===== src/rtl/keypoint_collector.sv =====
// Keypoint collector: tracks the raster position of the detector stream, thresholds
// each sample, and queues {y, x, score} records for a valid/ready consumer.
module keypoint_collector #(
  parameter int unsigned IMG_W  = 320,
  parameter int unsigned IMG_H  = 240,
  parameter int unsigned X_W    = 10,
  parameter int unsigned Y_W    = 10,
  parameter int unsigned DEPTH  = 16,
  parameter logic [7:0]  THRESH = 8'd1
) (
  input  logic           clk,
  input  logic           rst_n,
  input  logic           frame_start,
  input  logic           kp_valid,
  input  logic [7:0]     kp_data,
  input  logic           out_ready,
  output logic           out_valid,
  output logic [X_W-1:0] out_x,
  output logic [Y_W-1:0] out_y,
  output logic [7:0]     out_score,
  output logic [15:0]    kp_count,
  output logic           overflow,
  output logic           busy,
  output logic           frame_done
);

  localparam int unsigned PTR_W = (DEPTH > 1) ? $clog2(DEPTH) : 1;
  localparam int unsigned CNT_W = $clog2(DEPTH + 1);
  localparam logic [X_W-1:0] COL_LAST = X_W'(IMG_W - 1);
  localparam logic [Y_W-1:0] ROW_LAST = Y_W'(IMG_H - 1);

  typedef struct packed {
    logic [Y_W-1:0] y;
    logic [X_W-1:0] x;
    logic [7:0]     score;
  } rec_t;

  typedef enum logic [1:0] {IDLE, ACTIVE, DRAIN} state_t;

  state_t           state_q, state_d;
  logic             busy_d, done_d;
  logic [X_W-1:0]   col_q;
  logic [Y_W-1:0]   row_q;
  logic [PTR_W-1:0] rd_ptr_q, wr_ptr_q, rd_nxt_c;
  logic [CNT_W-1:0] count_q, count_d;
  rec_t             mem [DEPTH];
  rec_t             head_q, head_d, new_rec_c;
  logic             out_valid_d;

  logic sample_c, last_pix_c, qual_c, pop_c, full_c, push_c, drop_c;

  assign sample_c   = kp_valid && (state_q == ACTIVE) && !frame_start;
  assign last_pix_c = (col_q == COL_LAST) && (row_q == ROW_LAST);
  assign qual_c     = sample_c && (kp_data >= THRESH);
  assign pop_c      = out_valid && out_ready && !frame_start;
  assign full_c     = (count_q == CNT_W'(DEPTH));
  assign push_c     = qual_c && (!full_c || pop_c);
  assign drop_c     = qual_c && full_c && !pop_c;
  assign rd_nxt_c   = rd_ptr_q + PTR_W'(1);
  assign new_rec_c  = '{y: row_q, x: col_q, score: kp_data};

  // FSM state register
  always_ff @(posedge clk or negedge rst_n) begin
    if (!rst_n) state_q <= IDLE;
    else        state_q <= state_d;
  end

  // FSM next state; DRAIN leaves on the cycle the FIFO goes empty
  always_comb begin
    state_d = state_q;
    if (frame_start) begin
      state_d = ACTIVE;
    end else begin
      unique case (state_q)
        IDLE:    state_d = IDLE;
        ACTIVE:  if (sample_c && last_pix_c) state_d = DRAIN;
        DRAIN:   if (count_d == '0) state_d = IDLE;
        default: state_d = IDLE;
      endcase
    end
  end

  // FSM outputs, computed from the next state so the registers line up with it
  always_comb begin
    busy_d = (state_d != IDLE);
    done_d = (state_q == DRAIN) && (state_d == IDLE);
  end

  always_ff @(posedge clk or negedge rst_n) begin
    if (!rst_n) begin
      busy       <= 1'b0;
      frame_done <= 1'b0;
    end else begin
      busy       <= busy_d;
      frame_done <= done_d;
    end
  end

  // Raster position and per-frame statistics
  always_ff @(posedge clk or negedge rst_n) begin
    if (!rst_n) begin
      col_q    <= '0;
      row_q    <= '0;
      kp_count <= '0;
      overflow <= 1'b0;
    end else if (frame_start) begin
      col_q    <= '0;
      row_q    <= '0;
      kp_count <= '0;
      overflow <= 1'b0;
    end else begin
      if (sample_c) begin
        if (col_q == COL_LAST) begin
          col_q <= '0;
          row_q <= (row_q == ROW_LAST) ? '0 : row_q + Y_W'(1);
        end else begin
          col_q <= col_q + X_W'(1);
        end
      end
      if (qual_c && (kp_count != 16'hFFFF)) kp_count <= kp_count + 16'd1;
      if (drop_c) overflow <= 1'b1;
    end
  end

  always_comb begin
    count_d = count_q;
    if (frame_start)          count_d = '0;
    else if (push_c && !pop_c) count_d = count_q + CNT_W'(1);
    else if (!push_c && pop_c) count_d = count_q - CNT_W'(1);
  end

  always_ff @(posedge clk or negedge rst_n) begin
    if (!rst_n) begin
      rd_ptr_q <= '0;
      wr_ptr_q <= '0;
      count_q  <= '0;
    end else begin
      count_q <= count_d;
      if (frame_start) begin
        rd_ptr_q <= '0;
        wr_ptr_q <= '0;
      end else begin
        if (push_c) wr_ptr_q <= wr_ptr_q + PTR_W'(1);
        if (pop_c)  rd_ptr_q <= rd_nxt_c;
      end
    end
  end

  always_ff @(posedge clk) begin
    if (push_c) mem[wr_ptr_q] <= new_rec_c;
  end

  // Head register: a push into an empty (or emptying) FIFO bypasses storage
  always_comb begin
    head_d      = head_q;
    out_valid_d = 1'b0;
    if (!frame_start) begin
      out_valid_d = (count_d != '0);
      if (push_c && ((count_q == '0) || ((count_q == CNT_W'(1)) && pop_c)))
        head_d = new_rec_c;
      else if (pop_c && (count_q > CNT_W'(1)))
        head_d = mem[rd_nxt_c];
    end
  end

  always_ff @(posedge clk or negedge rst_n) begin
    if (!rst_n) begin
      head_q    <= '0;
      out_valid <= 1'b0;
    end else begin
      head_q    <= head_d;
      out_valid <= out_valid_d;
    end
  end

  assign out_x     = head_q.x;
  assign out_y     = head_q.y;
  assign out_score = head_q.score;

endmodule


===== config.mk =====
export PLATFORM = sky130hd
export DESIGN_NAME = keypoint_collector
export DESIGN_NICKNAME = d
export VERILOG_FILES = /design/src/rtl/keypoint_collector.sv
export SDC_FILE = /design/constraint.sdc
export NUM_CORES = 1
export LEC_CHECK = 0
export CELL_PAD_IN_SITES_DETAIL_PLACEMENT = 0
export CELL_PAD_IN_SITES_GLOBAL_PLACEMENT = 1
export CORE_MARGIN = 2
export CORE_UTILIZATION = 43
export CTS_BUF_LIST = sky130_fd_sc_hd__clkbuf_8
export DETAILED_ROUTE_END_ITERATION = 16
export GPL_ROUTABILITY_DRIVEN = 0
export GPL_TIMING_DRIVEN = 0
export HOLD_SLACK_MARGIN = 0.02
export PLACE_DENSITY = 0.65
export SYNTH_ARGS = -nofsm -noshare
export SYNTH_HDL_FRONTEND = slang
export SYNTH_SLANG_ARGS = --single-unit

===== constraint.sdc =====
create_clock -name clk -period 5.4 [get_ports clk]
set_clock_uncertainty 0.05 [all_clocks]
set_input_delay 0.54 -clock clk [delete_from_list [all_inputs] [get_ports clk]]
set_output_delay 0.54 -clock clk [all_outputs]
set_load 0.02 [all_outputs]

==> metrics.md <==
| Metric | Value |
|---|---|
| Core area | roughly 0.049 mm^2 |
| Antenna violation net count after detailed routing | 0 |
| Syn_nets | 1117 |
| Total GRT Usage | a little over a fifth |
| Max Slew Vio Count | 0 |
| Status | complete, no violations |
| Layout Nets | 1295 |
| Psw | 2.82 mW |
| Max stage delay on crit path | about 0.89 ns |
| Vias in the first global route | 11.5k |
| Slowest-stage cell, CP | nor4_2 |
| Yosys top cell area share | between 60 and 70% |
| Die area | 0.0510 mm^2 |
| Row cnt | between 80 and 90 |
| Mapped cell area | roughly 0.021 mm^2 |
| Unrepaired setup endpoints after global routing | no |
| First drt pass iteration count | 6 |
| CTS tree | built |
| Leakage | a little over 8 nW |
| Top sig layer | met4 |
| Die H | 226 um |
| Tmin final | roughly 4.0 ns |
| FFs w/ async S/R, synth | 15.6% |
| Hpwl dp | 31.8 mm |
| Reg2reg end | out_y[5]$_DFFE_PN0P_ |
| Crit. End Element | flip-flop |
| Clock share of power | approximately 34% |
| Clock-pin slew on the worst setup and hold paths | about 0.06 ns |
| Xor and xnor area share after synthesis | between 1 and 1.5% |
| Seq/Total Area, Yosys | 73.4% |
| Drt drc | 0 |
| R2r setup slk | roughly 1.8 ns |
| Die X | ~230 um |
| Routed WL | about 51 mm |
| Clock sinks | 531 |
| Met1 wire length | approximately 22 mm |
| Setup CP Type | in -> reg |
| Internal power | approximately 7.3 mW |
| Adder-Cell Fraction of Synth Area | less than 1% |
| Vias per cell | 5.51 |
| Crit path launch type | input port |
| Hold depth | 2 |
| Commonest cells after routing, fill and taps aside | 448 x edfxtp_1, 140 x mux4_2, 100 x clkbuf_8 |
| Area Growth Syn to Fin | 17.2% |
| Most common cell after layout, fill and taps aside | edfxtp_1 |
| Hold path start | frame_start |
| CP arrival | 4.55 ns |
| Via count | around 11k |
| CP max FO | 18 |
| Period utilisation layout | about three quarters |
| Worst skew pair latency | between 0.6 and 0.7 ns |
| Synth Area in Simple Gates | ~4.5% |
| Cell accounting for the most synthesized area | edfxtp_1 |
| Met3 WL | ~3.1 mm |
| Filler cells | 4034 |
| Worst hold path class | in -> reg |
| Top FF cell, synth | edfxtp_1 |
| Port buffer count | 59 |
| Slew HR | around 18% |
| Layout cells sized above 1 | 24.0% |
| Endpoints failing setup | 0 |
| Sw frac | roughly 28% |
| Max Cap Viol | 0 |
| TritonCTS buffer count | a little under 90 |
| Critical-path cell list | clkdlybuf4s50_1, nor4_2, a211oi_2, buf_6, nand3_1, a21boi_0, clkbuf_1, clkbuf_1, nand2_1, o21ai_0 |
| Remaining Overflow, GRT | 0 |
| Post-synthesis mux area share | between 10% and 20% |
| Synth Area in Compound Gates | 2.32% |
| Largest family of logic cells by synthesized area | multiplexers |
| Avg Synthesized Cell Area | between 15 and 20 um^2 |
| Comb pwr share | 19.7% |
| Cell mode on critical path | clkbuf_1 |
| Synthesized instance count | between 1k and 1.5k |
| Pwr/cell area | a little over 400 mW/mm^2 |
| Final Hold Fails | 0 |
| Initial DRC Count | about 1000 |
| Post-synth EDFFs | approximately 450 |
| R2R cell count | 8 |
| First-pass GRT wire length | roughly 76 mm |
| Post-synth cell types | between 50 and 60 |
| Synth area leaders | edfxtp_1 64%, mux4_2 15%, dfrtp_1 9.8% |
| Total negative slack | 0 ns |
| Largest delay share family, worst path | buffers and inverters |
| I/O pin cnt | 61 |
| Antenna violations before repair | 0 |
| Largest net degree at the start of global routing | 49 |
| Yosys warnings | 0 |
| Sequential power share | a little under half |
| Post-CTS Setup Inserts | 0 |
| Hold slack final | roughly 0.16 ns |
| H-tree levels | 3 |
| Max Root-Sink Buffers | 3 |
| Seq cells post-synth | between 500 and 600 |
| Max Fclk | between 200 and 250 MHz |
| IR drop worst, VDD | approximately 0.18 mV |
| Worst EP required | roughly 5.9 ns |
| Worst reg2reg startpoint | rd_ptr_q[0]$_DFFE_PN0P_ |
| Metal2 WL | 25.4 mm |
| WL/cell | 25.4 um |
| Root Buffer | clkbuf_8 |
| CP bufs+invs | 4 |
| Hold path endpoint | count_q[0]$_DFF_PN0_ |
| Initial core utilization | 43.4% |
| Worst-Margin Slew | 1.23 ns |
## registers in the layout, indices dropped and copies added (netlist names), 4 cells and up
register / cells
out_score: 8
out_y: 10
wr_ptr_q: 4
out_x: 10
rd_ptr_q: 4
mem: 448
count_q: 5
kp_count: 16
row_q: 10
col_q: 10
## synth_stat cells (3+ instances only)
master    number
nand4_1       11
nand2_1       64
ha_1          14
a21oi_1       12
nor3_1         9
inv_1         14
o21ai_0       47
mux4_2       140
nand3b_1       3
and3_1         8
nor2_1        51
mux2i_1       34
buf_2         14
edfxtp_1     448
dfrtp_1       83
nor2b_1        3
nand3_1       17
or3_1          5
xnor2_1       13
xor2_1        15
and2_1        11
clkbuf_1      35
## worst max path at each step
stage / start / endpoint / slack [ns] / cells past startpoint
after floorplan: state_q[1]$_DFF_PN0_ / mem[4][0]$_DFFE_PP_ / 1.34 / 9
after global placement: kp_data[6] / mem[7][6]$_DFFE_PP_ / -2.71 / 8
after detailed placement: kp_data[6] / out_y[4]$_DFFE_PN0P_ / 0.65 / 10
after CTS: kp_data[6] / out_y[4]$_DFFE_PN0P_ / 1.36 / 10
after global routing: kp_data[6] / out_y[5]$_DFFE_PN0P_ / 1.14 / 10
final: kp_data[7] / out_y[8]$_DFFE_PN0P_ / 1.36 / 10
## final cells by class
| cell class | count | area, um^2 | area share, % |
|---|---|---|---|
| Antenna cell | 1 | 2.50 | 0.0101 |
| Buffer | 52 | 220 | 0.888 |
| Clock buffer | 100 | 1380 | 5.55 |
| Clock inverter | 67 | 340 | 1.37 |
| Inverter | 14 | 52.6 | 0.212 |
| Multi-Input combinational cell | 493 | 5430 | 21.9 |
| Sequential cell | 531 | 15500 | 62.6 |
| Tap cell | 664 | 831 | 3.35 |
| Timing Repair Buffer | 87 | 1020 | 4.13 |
## stage by stage
| stage | area (um^2) | worst slack (ns) | total power, mW | std cells | util [%] |
|---|---|---|---|---|---|
| floorplan | 21200 | 1.34 | 6.01 | 1090 | - |
| global placement | 22600 | -2.71 | 6.78 | 1813 | 46.3 |
| detailed placement | 23100 | 0.650 | 6.81 | 1840 | 47.3 |
| CTS | 24800 | 1.36 | 10.2 | 2008 | 50.9 |
| global route | 24800 | 1.14 | 10.5 | 2008 | 50.9 |
| finish | 24800 | 1.36 | 10.1 | 2009 | 50.9 |
## power groups by stage
stage               clock network, mW  registers (mW)  logic [mW]
finish                           3.40            4.69        1.99
CTS                              3.49            4.69        2.05
floorplan                           0            4.87        1.14
global route                     3.67            4.71        2.15
detailed placement                  0            4.77        2.04
global placement                    0            4.77        2.01
## cell families after synthesis
family | after synthesis
DFF | 531
and+or+nand+nor | 195
muxes | 174
AOI/OAI and AO/OA | 81
buffers and inverters | 66
xor gates and xnor gates | 29
adders and majority gates | 14
## metal layers
metal / track usage, % / vias to the layer above
met1: 28.7 / 5872
met5: 0 / -
met3: 4.31 / 79
li1: - / 4777
met2: 34.2 / 339
met4: 5.30 / 0
## what timing repair did
| item | CTS | global route |
|---|---|---|
| hold buffers | 1 | 0 |
| gates resized for setup | 0 | 0 |
| endpoints found under the hold margin | 47 | 0 |
Note: power is estimated with default switching activity, not from simulation.
